==> config.mk <==
export PLATFORM = sky130hd
export DESIGN_NAME = w_writeback_grf
export DESIGN_NICKNAME = d
export VERILOG_FILES = /design/src/rtl/w_writeback_grf.sv
export SDC_FILE = /design/constraint.sdc
export NUM_CORES = 2
export LEC_CHECK = 0
export ABC_AREA = 1
export CORE_MARGIN = 2
export CORE_UTILIZATION = 61
export CTS_CLUSTER_DIAMETER = 80
export CTS_CLUSTER_SIZE = 20
export DETAILED_ROUTE_END_ITERATION = 6
export PLACE_DENSITY_LB_ADDON = 0.3
export SLEW_MARGIN = 10
export SYNTH_ARGS = -nofsm -noshare
export SYNTH_HDL_FRONTEND = slang
export SYNTH_SLANG_ARGS = --single-unit
==> constraint.sdc <==
create_clock -name clk -period 43.9 [get_ports clk]
set_clock_uncertainty 0.15 [all_clocks]
set_input_delay 8.78 -clock clk [delete_from_list [all_inputs] [get_ports clk]]
set_output_delay 8.78 -clock clk [all_outputs]
set_load 0.01 [all_outputs]
==> src/rtl/w_writeback_grf.sv <==
// Writeback stage: decodes the W-stage instruction, commits the result to the
// 32x32 register file, and serves two bypassed D-stage read ports.
module w_writeback_grf #(
    parameter logic [31:0] PC_RESET = 32'h0000_3000
) (
    input  logic        clk,
    input  logic        reset,
    input  logic [31:0] w_pc,
    input  logic [31:0] w_instr,
    input  logic [31:0] w_alu_out,
    input  logic [31:0] w_dm_out,
    input  logic [31:0] w_ext,
    input  logic [4:0]  d_rs_addr,
    input  logic [4:0]  d_rt_addr,
    output logic [31:0] d_rs_data,
    output logic [31:0] d_rt_data,
    output logic        w_we,
    output logic [4:0]  w_wa,
    output logic [31:0] w_wd,
    output logic [31:0] retire_cnt
);

    localparam logic [5:0] OpRtype = 6'b000000;
    localparam logic [5:0] OpOri   = 6'b001101;
    localparam logic [5:0] OpLui   = 6'b001111;
    localparam logic [5:0] OpLw    = 6'b100011;
    localparam logic [5:0] OpJal   = 6'b000011;
    localparam logic [5:0] FnAdd   = 6'b100000;
    localparam logic [5:0] FnSub   = 6'b100010;

    logic [31:0] regs_q [32];
    logic [31:0] retire_cnt_q;
    logic        dec_we;
    logic [5:0]  opcode;
    logic [5:0]  funct;
    logic [4:0]  rt;
    logic [4:0]  rd;

    assign opcode = w_instr[31:26];
    assign funct  = w_instr[5:0];
    assign rt     = w_instr[20:16];
    assign rd     = w_instr[15:11];

    always_comb begin
        dec_we = 1'b0;
        w_wa   = 5'd0;
        w_wd   = 32'd0;
        case (opcode)
            OpRtype: begin
                if (funct == FnAdd || funct == FnSub) begin
                    dec_we = 1'b1;
                    w_wa   = rd;
                    w_wd   = w_alu_out;
                end
            end
            OpOri: begin
                dec_we = 1'b1;
                w_wa   = rt;
                w_wd   = w_alu_out;
            end
            OpLui: begin
                dec_we = 1'b1;
                w_wa   = rt;
                w_wd   = w_ext;
            end
            OpLw: begin
                dec_we = 1'b1;
                w_wa   = rt;
                w_wd   = w_dm_out;
            end
            OpJal: begin
                dec_we = 1'b1;
                w_wa   = 5'd31;
                w_wd   = w_pc + 32'd8;
            end
            default: ;
        endcase
    end

    // $0 is hard-wired: a write to it is neither committed nor bypassed.
    assign w_we = dec_we && (w_wa != 5'd0);

    always_comb begin
        if (d_rs_addr == 5'd0) begin
            d_rs_data = 32'd0;
        end else if (w_we && w_wa == d_rs_addr) begin
            d_rs_data = w_wd;
        end else begin
            d_rs_data = regs_q[d_rs_addr];
        end
    end

    always_comb begin
        if (d_rt_addr == 5'd0) begin
            d_rt_data = 32'd0;
        end else if (w_we && w_wa == d_rt_addr) begin
            d_rt_data = w_wd;
        end else begin
            d_rt_data = regs_q[d_rt_addr];
        end
    end

    always_ff @(posedge clk or posedge reset) begin
        if (reset) begin
            for (int i = 0; i < 32; i++) begin
                regs_q[i] <= 32'd0;
            end
        end else if (w_we) begin
            regs_q[w_wa] <= w_wd;
        end
    end

    always_ff @(posedge clk or posedge reset) begin
        if (reset) begin
            retire_cnt_q <= 32'd0;
        end else if (w_instr != 32'd0) begin
            retire_cnt_q <= retire_cnt_q + 32'd1;
        end
    end

    assign retire_cnt = retire_cnt_q;

`ifndef SYNTHESIS
    always_ff @(posedge clk) begin
        if (!reset && w_we) begin
            if (w_pc < PC_RESET) begin
                $display("@%h: pc below reset vector", w_pc);
            end
            $display("@%h: $%d <= %h", w_pc, w_wa, w_wd);
        end
    end
`endif

endmodule

After elaboration in Yosys (flattened, before gate mapping)
Index checks and enable logic that the tools add are counted.
W data, S select, Z words.

word-level totals
  input bits = 172
  bits in read-only memories = 0
  logic and storage cells = 81
  register bits = 1,056
  RAM bits = 0
  output and inout port bits = 134
  memories = 0
  latch bits = 0

cells by class
  multiplexer cells = 19
  $mul = 0
  $lt $le $gt $ge = 4
  equal/unequal tests = 8
  bitwise logic cells = 3
  reduce and logical (&&, ||, !) cells = 12
  shifts and indexed selects = 0
  $add $sub $neg = 2
  div/mod/pow operators = 0

operators by type and width
  cell                     count
  $bwmux W1024             1
  $bmux W32 S5             2
  $mux W32                 10
  $demux W32 S5            1
  $pmux W32 S5             1
  $add A32 B1 Y32 const B  1
  $add A32 B4 Y32 const B  1
  $reduce_bool A32 Y1      1
  $eq A6 B6 Y1 const B     3
  $ge A6 B6 Y1 const B     3
  $not A5 Y6               3
  $pmux W5 S3              1
  $eq A6 B4 Y1 const B     2
  $eq A5 B5 Y1             2
  $logic_not A5 Y1         2
  $eq A6 B2 Y1 const B     1
  $logic_not A6 Y1         1
  $lt A6 B1 Y1 const B     1
  $mux W5                  1
  $reduce_bool A5 Y1       1
  $logic_and A1 B1 Y1      4
  $reduce_or A4 Y1         1
  $reduce_or A3 Y1         1
  $pmux W1 S2              1
  other kinds (2)          2

Longest topological paths before layout
  word-level depth = 10
  gate-level depth with buffers = 15

Least setup slack after synthesis
Ideal clock, no wire load.

  path kind = input port to output port
  start = in d_rs_addr[0]
  end = out d_rs_data[20]
  arrival = 10,466 ps
  stages on the path = 12
  setup slack = 24,504 ps
  path through = buf_2 > clkbuf_1 > clkbuf_1 > nand2_1 > a31oi_1 > o21ai_0 > nand3_1 > a21oi_1 > or2_2 > nand2_1 > nand2_1 > nor2_1

between the ends
  longest elaborated chain between the ends = 6

ends and longest elaborated chain
  what                                         RTL line  RTL
  from (decl)                                  13        input logic [4:0] d_rs_addr,
  $not A5 Y6 (not written as such)             89        d_rs_data = regs_q[d_rs_addr];
  $bmux W32 S5                                 89
  $mux W32 (not written as such) (2 in a row)  89
  $mux W32                                     86        end else if (w_we && w_wa == d_rs_addr) begin
  $mux W32 *                                   84        if (d_rs_addr == 5'd0) begin
  to (decl)                                    15        output logic [31:0] d_rs_data,

Every way passes the cells marked *; elsewhere a longest branch is shown, timed or not. The select of a mux whose other input is x is not followed.

Worst setup path after layout
  start = in d_rt_addr[0]
  end = out d_rt_data[20]

between the ends
  longest elaborated chain between the ends = 6

ends and longest elaborated chain
  what                                         RTL line  RTL
  from (decl)                                  14        input logic [4:0] d_rt_addr,
  $not A5 Y6 (not written as such)             99        d_rt_data = regs_q[d_rt_addr];
  $bmux W32 S5                                 99
  $mux W32 (not written as such) (2 in a row)  99
  $mux W32                                     96        end else if (w_we && w_wa == d_rt_addr) begin
  $mux W32 *                                   94        if (d_rt_addr == 5'd0) begin
  to (decl)                                    16        output logic [31:0] d_rt_data,

Marks and branches as above.

==> flow_metrics.tcl <==
set metrics [dict create \
    status "finished clean" \
    fin_tns_setup_ns 0 \
    power.internal_mw 1.36 \
    synth_largest_area_cell "dfrtp_1" \
    met2_length_um 95600 \
    grt_overflow 0 \
    synth_top_cell_area_share 0.437 \
    ant_nets 0 \
    synth-xor-area-share 0.00535 \
    rsz0062_at_grt "false" \
    yosys_warnings 0 \
    max_stage_delay_ns 0.87 \
    hold_viol 0 \
    clkPwrFrac 0.335 \
    ctsHoldBuffers 0 \
    slew-limit-headroom 0.131 \
    routed_wirelength_um 237000 \
    synth_cell_types 52 \
    area_growth_syn_to_layout_pct 7.70 \
    cts_buffers 66 \
    cts.path.max_buffers 3 \
    hold_path_class "flip-flop to flip-flop" \
    synth_compound_area_frac 0.227 \
    muxShareOfSynthArea 0.00651 \
    met1_length_um 83000 \
    routedWlPerCell_um 24.6 \
    grt.total_usage 0.455 \
    die_x_um 319 \
    boundaryPins 306 \
    cts-root-buf "clkbuf_16" \
    start_util 0.615 \
    ys_seq_area_frac 0.437 \
    num-nets-final 8470 \
    post_cts_buffers 0 \
    core-area_sq_um 98400 \
    crit_path_end_kind "output port" \
    portBuffers 305 \
    dieArea_sq_um 102000 \
    synth.cell_area_sq_um 60500 \
    peakVddDrop_uv 41.3 \
    syn_area_per_cell_sq_um 7.07 \
    cp-start-kind "input port" \
    final_cell_mix "2107 x nand2_1, 1283 x o21ai_0, 1056 x dfrtp_1" \
    max_cap_violations 0 \
    cts.sinks 1056 \
    power_density_nw_per_um2 29.4 \
    htree_num_levels 3 \
    clk_latency_ns 0.67 \
    power_switching_mw 0.562 \
    synth-edff-count 0 \
    crit_type "input port to output port" \
    grt_pass1_vias 59600 \
    synthSimpleGateAreaFrac 0.244 \
    startpoint "d_rt_addr[0]" \
    yosys-top-cells-area "dfrtp_1 44%, nand2_1 13%, o21ai_0 11%, a21oi_1 7.8%, nand3_1 6.0%" \
    die_y_um 319 \
    dp.cells 9515 \
    cp_cell_sequence "buf_8 -> buf_4 -> buf_4 -> buf_4 -> buf_4 -> a21oi_1 -> a21oi_1 -> nand2_1 -> nand3_1 -> nand3_1 -> nand2_1 -> nor2_1 -> nor2_1 -> clkdlybuf4s50_1" \
    final_common_cell "nand2_1" \
    post_cts_resize_count 0 \
    met3_length_um 39000 \
    grt_pass1_wl_um 356000 \
    synth_cells 8566 \
    viasPerCell 6.64 \
    crit_path_frequent_cell "buf_4" \
    switching_share 0.293 \
    critPathArrivalTime_ns 14.49 \
    synthAdderAreaFrac 0.000413 \
    clkTransAtPathRegs_ns 0.08 \
    synth_top_family_by_area "simple AND/OR/NAND/NOR gates" \
    required_ns 34.97 \
    antenna_found_initial 10 \
    grt_max_degree 208 \
    synth_nets 8740 \
    period_share 0.534 \
    rows 115 \
    hp-start "regs_q[998]" \
    top_layer_used "met5" \
    firstDrtPassIters 7 \
    slowest_stage "buf_4" \
    drt-initial-drc-count 11800 \
    vias 63700 \
    hold_depth 0 \
    ys.flop_type "dfrtp_1" \
    leakage_nw 27.9 \
    tightest_slew_ns 1.30 \
    cp_max_fo 110 \
    hpwl_um 134000 \
    fin_crit_ns 23.42 \
    drive_above_1_share 0.0443 \
    fin_cells 9602 \
    ys_seq_elements 1056 \
    p_seq_frac 0.516 \
    ys_async_sr_fraction 1.00 \
    r2r-start "retire_cnt[4]" \
    drv_slew 0 \
    finalSetupViolations 0 \
    max_freq_ghz 0.0427 \
    rr_worst_depth 8 \
    place_congestion 1.00 \
    p_comb_frac 0.149 \
    drc 0 \
    cts_tree "yes" \
]
-- metal layers --
metal,up-vias,global-route usage
li1,27900,-
met1,29300,0.590
met2,5275,0.647
met3,1252,0.156
met4,16,0.297
met5,-,0
-- cells in the mapped netlist, types with 16 or more instances --
library cell and n:
nor2_4 18, buf_2 91, o21ai_1 246, nand2_1 2107, mux2_1 21, inv_1 443
dfrtp_1 1056, o211ai_1 47, nor3_1 29, clkbuf_1 577, a31oi_1 106, nor2_1 497
o21ai_0 1283, nand3_1 725, xor2_1 21, nand4_1 55, buf_1 85, a211oi_1 16
xnor2_1 16, inv_2 38, a21oi_1 944
-- power by group through the flow --
stage | clock network (mW) | logic, mW | registers, mW
floorplan | 0 | 0.165 | 1.01
global placement | 0 | 0.269 | 1.01
detailed placement | 0 | 0.273 | 1.01
CTS | 0.642 | 0.274 | 0.989
global route | 0.674 | 0.304 | 0.991
finish | 0.642 | 0.287 | 0.990
-- final cells by class --
cell class / count / area (sq um)
Multi-Input combinational cell: 6254 / 29300
Inverter: 494 / 1900
Sequential cell: 1056 / 26400
Clock inverter: 15 / 149
Clock buffer: 71 / 1710
Timing Repair Buffer: 424 / 4040
Tap cell: 1287 / 1610
Antenna cell: 1 / 2.50
Fill cell: 8567 / 33200
-- sequential cells by signal (all words and copies together), names as in the netlist --
signal and flops:
retire_cnt 32, regs_q 1024
-- worst paths after layout --
| check | endpoint | slack, ns |
|---|---|---|
| worst max-delay path | d_rt_data[20] | 20.48 |
| worst min-delay path | regs_q[998] | 0.23 |
| worst max register to register | retire_cnt[25] | 41.48 |
| worst min register to register | regs_q[998] | 0.23 |
| max in group asynchronous | regs_q[197] | 31.91 |
| min in group asynchronous | regs_q[415] | 8.50 |
-- per-stage QoR --
| stage | instance area [sq um] | power [mW] | setup WS [ns] | hold slack, ns | util |
|---|---|---|---|---|---|
| after floorplan | 60500 | 1.17 | 5.25 | 0.279 | - |
| final | 65200 | 1.92 | 20.48 | 0.233 | 0.662 |
| after global placement | 63300 | 1.28 | 20.89 | 0.215 | 0.643 |
| after global routing | 65200 | 1.97 | 20.22 | 0.241 | 0.662 |
| after CTS | 65200 | 1.91 | 20.76 | 0.234 | 0.662 |
| after detailed placement | 63300 | 1.28 | 20.75 | 0.216 | 0.643 |
-- kinds of logic after synthesis --
group	count (synthesis)
fa+ha+maj	2
mux	35
flops	1056
xor+xnor	37
simple gates	3515
compound gates	2665
buf+inv	1256
-- worst max-delay path, delay by kind of cell --
kind,cells,cell delay [ns]
AOI/OAI and AO/OA,2,0.41
buffers and inverters,6,4.29
and+or+nand+nor,6,0.81
Power figures use the tool's default switching activity.
